`config.mk`:
```
export PLATFORM = sky130hd
export DESIGN_NAME = baccarat_ctrl
export DESIGN_NICKNAME = d
export VERILOG_FILES = /design/src/rtl/baccarat_pkg.sv /design/src/rtl/baccarat_ctrl_banker_rule.sv /design/src/rtl/baccarat_ctrl.sv
export SDC_FILE = /design/constraint.sdc
export NUM_CORES = 1
export LEC_CHECK = 0
export CAP_MARGIN = 20
export CELL_PAD_IN_SITES_DETAIL_PLACEMENT = 0
export CELL_PAD_IN_SITES_GLOBAL_PLACEMENT = 1
export CORE_ASPECT_RATIO = 1.1
export CORE_MARGIN = 2
export CORE_UTILIZATION = 32
export CTS_BUF_LIST = sky130_fd_sc_hd__clkbuf_8
export CTS_CLUSTER_DIAMETER = 200
export CTS_CLUSTER_SIZE = 12
export DETAILED_ROUTE_END_ITERATION = 10
export PLACE_DENSITY = 0.86
export SETUP_SLACK_MARGIN = 0.4
export SLEW_MARGIN = 20
export SYNTH_ARGS = -nofsm -noshare
export SYNTH_HDL_FRONTEND = slang
export SYNTH_SLANG_ARGS = --single-unit
```
`constraint.sdc`:
```
create_clock -name slow_clock -period 1.6 [get_ports slow_clock]
set_input_delay 0.16 -clock slow_clock [delete_from_list [all_inputs] [get_ports slow_clock]]
set_output_delay 0.16 -clock slow_clock [all_outputs]
set_load 0.005 [all_outputs]
```
`src/rtl/baccarat_pkg.sv`:
```
// Shared types and tableau helpers
// for the baccarat round sequencer.
package baccarat_pkg;

  typedef enum logic [3:0] {
    S_IDLE,
    S_P1,
    S_D1,
    S_P2,
    S_D2,
    S_EVAL,
    S_P3,
    S_BANK,
    S_D3,
    S_DONE
  } state_t;

  // Face cards and tens count as zero.
  function automatic logic [3:0] card_value(input logic [3:0] rank);
    return (rank >= 4'd10) ? 4'd0 : rank;
  endfunction

  // Banker third-card tableau given the player's third card value.
  function automatic logic banker_draws(input logic [3:0] dscore,
                                        input logic [3:0] v);
    logic d;
    d = 1'b0;
    case (dscore)
      4'd0, 4'd1, 4'd2: d = 1'b1;
      4'd3: d = (v != 4'd8);
      4'd4: d = (v >= 4'd2) && (v <= 4'd7);
      4'd5: d = (v >= 4'd4) && (v <= 4'd7);
      4'd6: d = (v >= 4'd6) && (v <= 4'd7);
      default: d = 1'b0;
    endcase
    return d;
  endfunction

endpackage

```
`src/rtl/baccarat_ctrl_banker_rule.sv`:
```
// Banker draw decision from banker score
// and the player's third card rank.
module banker_rule
  import baccarat_pkg::*;
(
  input  logic [3:0] dscore,
  input  logic [3:0] pcard3,
  output logic       draw
);

  // Pure combinational tableau lookup.
  assign draw = banker_draws(dscore, card_value(pcard3));

endmodule

```
`src/rtl/baccarat_ctrl.sv`:
```
// Baccarat round sequencer: deals cards,
// applies third-card rules, shows winner.
module baccarat_ctrl
  import baccarat_pkg::*;
(
  input  logic       slow_clock,
  input  logic       resetb,
  input  logic [3:0] pscore_out,
  input  logic [3:0] dscore_out,
  input  logic [3:0] pcard3_out,
  output logic       load_pcard1,
  output logic       load_pcard2,
  output logic       load_pcard3,
  output logic       load_dcard1,
  output logic       load_dcard2,
  output logic       load_dcard3,
  output logic       player_win_light,
  output logic       dealer_win_light,
  output logic       round_done
);

  state_t     state_q, state_d;
  logic [5:0] load_q, load_d;
  logic       done_q, done_d;
  logic       bank_draw;
  logic       natural;

  banker_rule u_rule (
    .dscore (dscore_out),
    .pcard3 (pcard3_out),
    .draw   (bank_draw)
  );

  assign natural = (pscore_out >= 4'd8) || (dscore_out >= 4'd8);

  // Next state and next registered outputs.
  always_comb begin
    state_d = state_q;
    case (state_q)
      S_IDLE: state_d = S_P1;
      S_P1:   state_d = S_D1;
      S_D1:   state_d = S_P2;
      S_P2:   state_d = S_D2;
      S_D2:   state_d = S_EVAL;
      S_EVAL: begin
        if (natural)
          state_d = S_DONE;
        else if (pscore_out <= 4'd5)
          state_d = S_P3;
        else if (dscore_out <= 4'd5)
          state_d = S_D3;
        else
          state_d = S_DONE;
      end
      S_P3:   state_d = S_BANK;
      S_BANK: state_d = bank_draw ? S_D3 : S_DONE;
      S_D3:   state_d = S_DONE;
      S_DONE: state_d = S_DONE;
      default: state_d = S_IDLE;
    endcase

    // Order: pcard1, dcard1, pcard2, dcard2, pcard3, dcard3
    load_d = 6'b0;
    case (state_d)
      S_P1: load_d = 6'b100000;
      S_D1: load_d = 6'b010000;
      S_P2: load_d = 6'b001000;
      S_D2: load_d = 6'b000100;
      S_P3: load_d = 6'b000010;
      S_D3: load_d = 6'b000001;
      default: load_d = 6'b0;
    endcase
    done_d = (state_d == S_DONE);
  end

  // State and Moore outputs, synchronous reset.
  always_ff @(posedge slow_clock) begin
    if (resetb) begin
      state_q <= S_IDLE;
      load_q  <= 6'b0;
      done_q  <= 1'b0;
    end else begin
      state_q <= state_d;
      load_q  <= load_d;
      done_q  <= done_d;
    end
  end

  assign load_pcard1 = load_q[5];
  assign load_dcard1 = load_q[4];
  assign load_pcard2 = load_q[3];
  assign load_dcard2 = load_q[2];
  assign load_pcard3 = load_q[1];
  assign load_dcard3 = load_q[0];
  assign round_done  = done_q;

  // Tie lights both lamps.
  assign player_win_light = done_q && (pscore_out >= dscore_out);
  assign dealer_win_light = done_q && (dscore_out >= pscore_out);

endmodule

```
==> impl_metrics.tcl <==
set metrics [dict create \
    design_area_sq_um 1130 \
    internal-power_w 0.000582 \
    cts_tree "yes" \
    cts_inserted_buffers 3 \
    fill_cells 138 \
    synthFlopType "dfxtp_1" \
    cp_top_family "buffers and inverters" \
    first_global_vias 662 \
    ys_warn_count 0 \
    met1_length_um 721 \
    slowest_stage "dlygate4sd2_1" \
    maxSlewViolCount 0 \
    synth_top_family_by_area "compound AO/OA/AOI/OAI gates" \
    drive_gt1_share_pct 56.6 \
    synth.area.top_cells "dfxtp_1 (36%), ha_1 (8.1%), a2111oi_4 (4.5%)" \
    synth_top_area_share_pct 35.6 \
    maxUsedRoutingLayer "met4" \
    synth_cells 67 \
    nets 125 \
    drc_errors 0 \
    ir_worst_vdd_v 0.000575 \
    holdWs_ns 0.493 \
    start_util_pct 34.3 \
    yosysUniqueCellTypes 36 \
    synth_seq_area_share_pct 35.6 \
    wl_met2_um 964 \
    path_cells "dlygate4sd2_1 -> ha_2 -> nor2b_4 -> o21ai_2 -> nand2b_1 -> a21oi_2 -> o21a_1 -> buf_2" \
    place.gp.congestion 0.682 \
    swShare_pct 26.0 \
    grt_usage_pct 16.1 \
    power.total_w 0.000786 \
    post_drt_wl_per_cell_um 14.4 \
    synth-edff-count 0 \
    critical_path_class "in -> out" \
    synth_area_sq_um 618 \
    root_buffer "clkbuf_8" \
    path_max_fanout 2 \
    die_w_um 45.9 \
    yosys.area.top_type "dfxtp_1" \
    synth-seq-cells 11 \
    rows 16 \
    boundaryPins 23 \
    leakagePower_nw 0.571 \
    dp_hpwl_um 1250 \
    dieArea_sq_um 2300 \
    maxCapViolCount 0 \
    io_buffer_count 22 \
    clk_pin_slew_ns 0.05 \
    drt_iter0_drc 9 \
    ant_nets 0 \
    skew_ns 0.00102 \
    dr_wl_met3_um 64 \
    synth_xor_area_share_pct 1.42 \
    cts_buffer_depth 2 \
    fmax_mhz 748 \
    final-hold-violation-count 0 \
    routed_wl_um 1780 \
    grt_max_degree 9 \
    hp-class "reg -> reg" \
    htreeDepth 1 \
    r2r_cells 5 \
    clock_sinks 11 \
    status "complete, no violations" \
    antenna_found_initial 0 \
    crit_path_start "pscore_out[0]" \
    yosys.area_share.simple_pct 24.3 \
    cp.buffers_inverters 2 \
    switchingPower_w 0.000204 \
    rsz0062_at_grt "true" \
    fin_crit_ns 1.34 \
    viasPerCell 5.32 \
    pwr-share-seq_pct 38.9 \
    num_vias 660 \
    diodes 0 \
    cpPeakStageDelay_ns 0.23 \
    area_delta_synth_final_pct 82.4 \
    crit_path_start_kind "input pin" \
    setup_tns_ns 0 \
    fp.dieH_um 50.1 \
    drt-pass1-iter-count 5 \
    powerDensity_nw_per_um2 697 \
    arrival_ns 1.18 \
    required_ns 1.44 \
    postPlaceCellArea_sq_um 931 \
    final_cell_mix "buf_4 (12), buf_2 (6), dfxtp_1 (6)" \
    synth_mux_area_share_pct 0 \
    setup_viol 0 \
    seq_area_sq_um 231 \
    synth.avg_cell_area_sq_um 9.23 \
    multiInputGateArea_sq_um 473 \
    hold_path_depth 1 \
    final_cell_count_no_fill 124 \
    syn_nets 85 \
    coreArea_sq_um 1800 \
    tightest_slew_ns 0.257 \
    grt-ovfl-total 0 \
    clock_latency_ns 0.23 \
    relSlewSlack_pct 82.9 \
    dp.cells 114 \
    hp-start "state_q[0]$_SDFF_PP0_" \
    period_share_pct 83.6 \
    p_comb_share_pct 28.2 \
    end_kind "output pin" \
    synth-adder-area-share_pct 8.10 \
    cp.depth 8 \
    rr_startpoint "state_q[3]$_SDFF_PP0_" \
    clock_power_share_pct 33.0 \
    final_common_cell "buf_4" \
    synth-compound-area-share_pct 24.9 \
    grt_pass1_wl_um 2710 \
    cts_hold_buffers 0 \
    synthArstFlopShare_pct 0 \
]
synth_stat cells, types with 2 or more instances:
master and n:
nor3_1 2, a211o_1 2, a21oi_1 4, nor2b_1 3, nand2_1 2, ha_1 4
nor2_1 6, dfxtp_1 11, inv_1 6
routing by layer:
metal	track usage [%]	up-vias
met5	0	-
met1	18.9	314
met3	6.23	6
met4	4.76	0
met2	26.2	19
li1	-	321
through the flow:
stage	setup slack, ns	utilization (%)
floorplan	0.366	-
global placement	-0.583	51.7
detailed placement	-0.635	51.7
CTS	0.234	58.6
global route	0.197	62.6
finish	0.263	62.6
path summary, 6_finish.rpt:
check                              end  slack (ns)
setup / recovery      player_win_light        0.26
hold / removal    load_q[5]$_SDFF_PP0_        0.49
setup reg to reg  load_q[0]$_SDFF_PP0_        0.28
hold reg to reg   load_q[5]$_SDFF_PP0_        0.49
power groups by stage:
stage,combinational [W],sequential (W),clock (W)
final,0.000221,0.000305,0.000259
after global routing,0.000242,0.000307,0.000274
after CTS,0.000193,0.000302,0.000265
after detailed placement,0.000177,0.000309,0
after global placement,0.000173,0.000309,0
after floorplan,0.0000944,0.000301,0
sequential cells by signal (all words and copies together) (netlist names):
register    count
load_q          6
state_q         4
round_done      1
kinds of logic (layout without fill, tap and decap cells):
family / Yosys count / count (layout)
buffers and inverters: 9 / 48
AND/OR/NAND/NOR: 25 / 25
AO/OA/AOI/OAI: 17 / 17
XOR/XNOR: 1 / 1
flip-flops: 11 / 11
adder cells (fa/ha/maj): 4 / 4
timing repair:
| item | CTS | global route |
|---|---|---|
| gates resized for setup | 72 | 20 |
| endpoints found under the setup margin | 14 | 16 |
| pin swaps | 18 | 8 |
| setup buffers | 4 | 2 |
layout make-up:
type / count / area share [%]
Sequential cell: 11 / 20.5
Inverter: 7 / 2.55
Timing Repair Buffer: 37 / 29.0
Tap cell: 18 / 2.00
Clock buffer: 3 / 3.66
Multi-Input combinational cell: 47 / 42.0
Clock inverter: 1 / 0.333
Note: power is estimated with default switching activity, not from simulation.
